--- config.mk ---
export PLATFORM = sky130hd
export DESIGN_NAME = result_streamer
export DESIGN_NICKNAME = d
export VERILOG_FILES = /design/src/rtl/result_streamer.sv
export SDC_FILE = /design/constraint.sdc
export NUM_CORES = 1
export LEC_CHECK = 0
export CORE_MARGIN = 4
export CORE_UTILIZATION = 29
export CTS_CLUSTER_DIAMETER = 60
export DETAILED_ROUTE_END_ITERATION = 8
export PLACE_DENSITY_LB_ADDON = 0.1
export SYNTH_ARGS = -nofsm -noshare
export SYNTH_HDL_FRONTEND = slang
export SYNTH_SLANG_ARGS = --single-unit
export TNS_END_PERCENT = 10
--- constraint.sdc ---
create_clock -name clk -period 1.9 [get_ports clk]
set_input_delay 0.38 -clock clk [delete_from_list [all_inputs] [get_ports clk]]
set_output_delay 0.38 -clock clk [all_outputs]
set_load 0.05 [all_outputs]
--- src/rtl/result_streamer.sv ---
// Streams a finished key-search result: key bytes MSB first, then the winning core's message, or a single status byte on failure.
// Optional RESULT_CHECKSUM_EN appends an XOR checksum byte after the message.
module result_streamer #(
    parameter int                 NUM_CORES          = 2,
    parameter int                 LOG_NUM_CORES      = 8,
    parameter int                 MESSAGE_LENGTH     = 32,
    parameter int                 MESSAGE_LOG_LENGTH = 5,
    parameter int                 KEY_LENGTH         = 3,
    parameter int                 RAM_WIDTH          = 8,
    parameter logic [RAM_WIDTH-1:0] FAIL_CODE        = 8'hEE
) (
    input  logic                              clk,
    input  logic                              reset,
    input  logic                              finish,
    input  logic                              success,
    input  logic [LOG_NUM_CORES-1:0]          core_ptr,
    input  logic [KEY_LENGTH*RAM_WIDTH-1:0]   key,
    output logic [MESSAGE_LOG_LENGTH-1:0]     a_raddr,
    input  logic [NUM_CORES*RAM_WIDTH-1:0]    a_rdata,
    output logic [RAM_WIDTH-1:0]              out_data,
    output logic                              out_valid,
    input  logic                              out_ready,
    output logic                              out_last,
    output logic                              busy
);

    localparam int KEY_W       = KEY_LENGTH * RAM_WIDTH;
    localparam int KEY_CNT_W   = (KEY_LENGTH > 1) ? $clog2(KEY_LENGTH) : 1;
    localparam logic [KEY_CNT_W-1:0]          KEY_LAST = KEY_CNT_W'(KEY_LENGTH - 1);
    localparam logic [MESSAGE_LOG_LENGTH-1:0] MSG_LAST = MESSAGE_LOG_LENGTH'(MESSAGE_LENGTH - 1);

    typedef enum logic [2:0] {
        IDLE, KEY, RD_REQ, RD_WAIT, MSG, FAILB, DONE
`ifdef RESULT_CHECKSUM_EN
        , CSUM
`endif
    } state_t;

    state_t                        state_reg, state_next;
    logic                          finish_d_reg;
    logic [KEY_W-1:0]              key_sh_reg, key_sh_next;
    logic [KEY_CNT_W-1:0]          key_cnt_reg, key_cnt_next;
    logic [MESSAGE_LOG_LENGTH-1:0] msg_idx_reg, msg_idx_next;
    logic [RAM_WIDTH-1:0]          hold_reg, hold_next;
`ifdef RESULT_CHECKSUM_EN
    logic [RAM_WIDTH-1:0]          csum_reg, csum_next;
`endif

    logic [RAM_WIDTH-1:0] core_bytes [NUM_CORES];
    logic [RAM_WIDTH-1:0] sel_byte;

    genvar gi;
    generate
        for (gi = 0; gi < NUM_CORES; gi++) begin : g_core_slice
            assign core_bytes[gi] = a_rdata[gi*RAM_WIDTH +: RAM_WIDTH];
        end
    endgenerate

    // An out-of-range core index reads as zero rather than aliasing another core.
    always_comb begin
        sel_byte = '0;
        for (int i = 0; i < NUM_CORES; i++) begin
            if (core_ptr == LOG_NUM_CORES'(i)) sel_byte = core_bytes[i];
        end
    end

    // The message index doubles as the A RAM address, so it must be stable through RD_REQ.
    assign a_raddr = msg_idx_reg;
    assign busy    = (state_reg != IDLE) && (state_reg != DONE);

    always_comb begin
        state_next   = state_reg;
        key_sh_next  = key_sh_reg;
        key_cnt_next = key_cnt_reg;
        msg_idx_next = msg_idx_reg;
        hold_next    = hold_reg;
`ifdef RESULT_CHECKSUM_EN
        csum_next    = csum_reg;
`endif
        out_valid    = 1'b0;
        out_data     = '0;
        out_last     = 1'b0;

        case (state_reg)
            IDLE: begin
                if (finish && !finish_d_reg) begin
                    key_sh_next  = key;
                    key_cnt_next = '0;
                    msg_idx_next = '0;
`ifdef RESULT_CHECKSUM_EN
                    csum_next    = '0;
`endif
                    state_next   = success ? KEY : FAILB;
                end
            end
            KEY: begin
                out_valid = 1'b1;
                out_data  = key_sh_reg[KEY_W-1 -: RAM_WIDTH];
                if (out_ready) begin
`ifdef RESULT_CHECKSUM_EN
                    csum_next = csum_reg ^ out_data;
`endif
                    key_sh_next = key_sh_reg << RAM_WIDTH;
                    if (key_cnt_reg == KEY_LAST) begin
                        msg_idx_next = '0;
                        state_next   = RD_REQ;
                    end else begin
                        key_cnt_next = key_cnt_reg + KEY_CNT_W'(1);
                    end
                end
            end
            RD_REQ:  state_next = RD_WAIT;
            RD_WAIT: begin
                hold_next  = sel_byte;
                state_next = MSG;
            end
            MSG: begin
                out_valid = 1'b1;
                out_data  = hold_reg;
`ifdef RESULT_CHECKSUM_EN
                out_last  = 1'b0;
`else
                out_last  = (msg_idx_reg == MSG_LAST);
`endif
                if (out_ready) begin
`ifdef RESULT_CHECKSUM_EN
                    csum_next = csum_reg ^ hold_reg;
`endif
                    if (msg_idx_reg == MSG_LAST) begin
`ifdef RESULT_CHECKSUM_EN
                        state_next = CSUM;
`else
                        state_next = DONE;
`endif
                    end else begin
                        msg_idx_next = msg_idx_reg + MESSAGE_LOG_LENGTH'(1);
                        state_next   = RD_REQ;
                    end
                end
            end
            FAILB: begin
                out_valid = 1'b1;
                out_data  = FAIL_CODE;
                out_last  = 1'b1;
                if (out_ready) state_next = DONE;
            end
`ifdef RESULT_CHECKSUM_EN
            CSUM: begin
                out_valid = 1'b1;
                out_data  = csum_reg;
                out_last  = 1'b1;
                if (out_ready) state_next = DONE;
            end
`endif
            DONE: begin
                if (!finish) state_next = IDLE;
            end
            default: state_next = IDLE;
        endcase

        // finish dropping means a new search run has begun; discard this stream.
        if ((state_reg != IDLE) && !finish) begin
            state_next   = IDLE;
            msg_idx_next = '0;
        end
    end

    always_ff @(posedge clk) begin
        // Tracked through reset so a finish held high across reset is not seen as a new edge.
        finish_d_reg <= finish;
        if (reset) begin
            state_reg   <= IDLE;
            key_sh_reg  <= '0;
            key_cnt_reg <= '0;
            msg_idx_reg <= '0;
            hold_reg    <= '0;
`ifdef RESULT_CHECKSUM_EN
            csum_reg    <= '0;
`endif
        end else begin
            state_reg   <= state_next;
            key_sh_reg  <= key_sh_next;
            key_cnt_reg <= key_cnt_next;
            msg_idx_reg <= msg_idx_next;
            hold_reg    <= hold_next;
`ifdef RESULT_CHECKSUM_EN
            csum_reg    <= csum_next;
`endif
        end
    end

endmodule

; ---- Yosys cells after proc, flatten, opt, wreduce, memory -nomap -nowiden
; Cells that the tools add are included.
[word_totals]
register_bits = 43
word_cells = 69
in_bits = 53
[op_classes]
n_addsub = 2
n_mux = 27
eq_ne = 18
n_reduce_logical = 16
[op_table]
columns = operator, n
row1 = $mux 24, 2
row2 = $pmux 24 s2, 1
row3 = $mux 5, 5
row4 = $mux 3, 8
row5 = $pmux 8 s3, 1
row6 = $pmux 3 s7, 1
row7 = $mux 8, 2
row8 = $ne 2x2->1 const B, 8
row9 = $pmux 5 s3, 1
row10 = $reduce_and 6->1, 2
row11 = $eq 3x3->1 const B, 3
row12 = $eq 8x1->1 const B, 1
row13 = $logic_not 8->1, 1
row14 = $eq 3x2->1 const B, 2
row15 = $mux 2, 3
row16 = $reduce_bool 3->1, 2
row17 = $add 5x1->5 const B, 1
row18 = $eq 5x5->1 const B, 1
row19 = $pmux 2 s2, 1
row20 = $reduce_and 4->1, 1
row21 = $eq 3x1->1 const B, 1
row22 = $logic_and 1x1->1, 3
row23 = $logic_not 3->1, 1
row24 = $ne 3x3->1 const B, 1
row25 = 9 further kinds, 10

; ---- Longest topological paths before layout
[logic_depth]
word_depth = 4
ltp_mapped = 7

; ---- Worst setup path after synthesis
; No wires, ideal clock.
[synth_timing]
path_type = flip-flop to output port
start = register msg_idx_reg[0], in the netlist a_raddr[0]
end = output port out_last
slack_ps = -833
arrival_time_ps = 2353
stages_incl_launch_ff = 6
n_path_buf = 0
path_cell_list = dfxtp_1 ha_1 and3_1 ha_1 nor2_1 nor3_1
[synth_via]
elab_chain_cells = 2
[synth_lines]
columns = item, line_no
row1 = "start, declared", 43  ; logic [MESSAGE_LOG_LENGTH-1:0] msg_idx_reg, msg_idx_next;
row2 = "start signal, assigned", 184  ; msg_idx_reg <= msg_idx_next;
row3 = $eq 5x5->1, 123  ; out_last = (msg_idx_reg == MSG_LAST);
row4 = $pmux 1 s2, 84  ; case (state_reg)
row5 = "end, declared", 23  ; output logic out_last,
; Every way passes these cells.

; ---- Worst setup path in the final report
; Same ends and word-level chain as after synthesis.

==> reports/summary.txt <==
initial core utilization: 30.1%
Synth cell types: 44
first-pass GRT wire length: 9790 um
Syn Area/Cell: 8.51 um2
setup repair after global routing missed its margin: true
DR pass1 iterations: 4
Max clock buf depth: 2
grt ovf: 0
chip width: 95.2 um
Worst VDD drop: 0.468 mV
core area: 7330 um2
Iteration-0 DRC Markers: 72
kind of critical path: reg -> out
violated checks: negative setup slack
fmax: 521 MHz
worst path required time: 1520 ps
Final nets: 406
Reg2Reg Setup Slack: 40 ps
Lkg Pwr: 1.35 nW
final instance area: 3530 um2
Seq/Total Area, Yosys: 39.1%
FILL cells: 710
xor/xnor share of the synthesized area: 0.398%
Die Span Y: 95.2 um
Post-Syn Area: 2200 um2
worst r2r src: a_raddr[0]
DP HPWL: 4680 um
Period minus WS final: 1920 ps
Int Power: 0.00248 W
Inserted Diodes: 0
period utilization: 101%
fin cells: 449
Setup WS pre-CTS: -265 ps
combinational power share: 53.2%
Mapped Nets: 315
share of cells above drive strength 1: 22.3%
R2R depth: 7
Area Growth Syn to Fin: 60.2%
Synth Area in Simple Gates: 19.0%
Switching Fraction: 38.7%
Clock transition at path regs: 80 ps
# rows: 31
final worst slack: -20.5 ps
initial antenna violation count: 0
Slew Viols, Final: 0
Crit path arrival time: 1540 ps
Hold EP: key_sh_reg[22]
CTS buffer count: 5
setup TNS: -20.5 ps
# port buffers: 68
CP Capture Type: output pin
max reg flops: 24
antenna-violating nets left: 0
#FFs+latches synth: 43
Hold WC Path Type: reg -> reg
Final Util: 48.1%
via count: 2161
Syn. warnings: 0
DRC: 0
die area: 9060 um2
Slew headroom: 78.2%
vias per cell: 4.81
clock root buffer: clkbuf_8
max_cap viols: 0
Hold Path Stages: 2
reg2reg end: a_raddr[2]
register share of total power: 29.6%
final WL: 6080 um
Net Sw Power: 0.00157 W
Sink Count: 43
CTS tree: yes
Clock power frac: 17.2%
Final Setup Violations: 1
GR Util All Layers: 13.5%
dpl cell area: 3350 um2
Slew @ Worst Pin: 323 ps
DP Cell Count: 440
clock skew: 7.14 ps
complex-gate fraction of the synthesized area: 23.7%
Post-Synth Adder-Cell Area: 1.70%
Post-Synthesis Cells: 259
IO Pins: 69
H-tree levels: 2
post-synthesis mux area share: 10.9%
Power per Cell Area: 1150 nW/um2
status: finished with violations
Startpoint Class: flip-flop
final hold violation count: 0
Max Fanout on Critical Path: 2
GP Congestion: 0.888
hold path start: key_sh_reg[22]
largest family of logic cells by synthesized area: compound AO/OA/AOI/OAI gates
largest net degree at the start of global routing: 33
worst skew pair latency: 290 ps
number of global-route vias before repair: 2036
Wirelength per Cell: 13.5 um
==> area by class of cell <==
type                            count  area [um2]  area share (%)
Clock buffer                        5        68.8            1.95
Multi-Input combinational cell    188        1360            38.5
Tap cell                           99         124            3.51
Inverter                            9        33.8           0.957
Clock inverter                      2        37.5            1.06
Timing Repair Buffer              103        1040            29.5
Sequential cell                    43         867            24.6
==> worst max path at each step <==
stage,start,to,slack [ps]
5_1_grt,a_raddr[0],out_last,-100
6_report,a_raddr[0],out_last,-20
3_5_place_dp,finish,key_cnt_reg[1],-270
2_1_floorplan,a_raddr[0],a_raddr[2],-160
4_1_cts,a_raddr[1],out_last,-80
3_3_place_gp,finish,key_cnt_reg[1],-250
==> worst max-delay path, cell delays in order (launching register included) <==
cell and delay [ps]:
dfxtp_2 360, ha_4 140, and3_4 170, ha_4 140, buf_6 100, nor2_4 30, nor3_4 140, buf_12 160
==> routing by layer <==
| metal | global-route usage (%) | wire length [um] | vias up |
|---|---|---|---|
| met5 | 0 | 0 | - |
| met4 | 3.97 | 66 | 0 |
| met3 | 3.08 | 428 | 8 |
| met2 | 21.1 | 2610 | 56 |
| met1 | 18.6 | 2970 | 967 |
| li1 | - | - | 1130 |
==> power groups by stage <==
stage / combinational (W) / sequential [W] / clock (W)
floorplan: 0.00128 / 0.00116 / 0
global placement: 0.00213 / 0.00120 / 0
detailed placement: 0.00214 / 0.00120 / 0
CTS: 0.00216 / 0.00119 / 0.000725
global route: 0.00234 / 0.00122 / 0.000767
finish: 0.00215 / 0.00120 / 0.000698
==> cells in the mapped netlist, drive strengths merged <==
library cell / n / share of area (%)
nor4: 4 / 1.4
a21o: 1 / 0.34
nand3: 4 / 0.91
xnor2: 1 / 0.40
a32oi: 1 / 0.40
a31oi: 2 / 0.57
a311o: 1 / 0.45
a211o: 3 / 1.2
or3b: 1 / 0.40
buf: 9 / 2.0
a32o: 2 / 0.91
and2: 1 / 0.28
a22oi: 17 / 5.8
nand2: 10 / 1.7
or4: 3 / 1.0
nor2: 48 / 8.2
o21bai: 1 / 0.34
a21oi: 10 / 2.3
o31a: 1 / 0.40
o21ai: 10 / 2.3
a21boi: 1 / 0.51
nor3b: 1 / 0.34
nand3b: 2 / 0.68
o211ai: 1 / 0.34
a41o: 1 / 0.45
a22o: 1 / 0.40
nor2b: 3 / 0.85
a211oi: 17 / 5.8
mux2i: 24 / 11
and3b: 1 / 0.40
nor3: 4 / 0.91
o211a: 1 / 0.45
ha: 3 / 1.7
and3: 3 / 0.85
nor4b: 2 / 1.1
clkbuf: 10 / 1.7
dfxtp: 43 / 39
o31ai: 1 / 0.34
a221o: 1 / 0.45
inv: 9 / 1.5
==> repair_timing <==
item | 4_1_cts | 5_1_grt
pin swaps | 3 | 2
hold buffers | 0 | 0
setup endpoints to repair | 13 | 8
endpoints found under the hold margin | 0 | 0
setup buffers | 2 | 0
gates resized for setup | 11 | 5
==> stage by stage <==
stage | power, W | hold slack [ps]
floorplan | 0.00244 | 408
global placement | 0.00333 | 476
detailed placement | 0.00334 | 478
CTS | 0.00408 | 494
global route | 0.00433 | 511
finish | 0.00405 | 499
==> cell usage in the layout (no fill, tap or decap), types with 5 or more instances in the layout <==
cell,instances
o21ai_0,9
clkdlybuf4s50_1,52
nand2_1,10
buf_4,38
buf_12,10
nor2_1,46
dfxtp_1,40
a211oi_1,17
a22oi_1,17
a21oi_4,6
inv_1,9
clkbuf_8,5
mux2i_1,24
==> kinds of logic after synthesis <==
group | count (synthesis)
flip-flops | 43
AO/OA/AOI/OAI | 73
XOR/XNOR | 1
adder cells (fa/ha/maj) | 3
AND/OR/NAND/NOR | 87
buffers and inverters | 28
multiplexers | 24
Power figures use the tool's default switching activity.
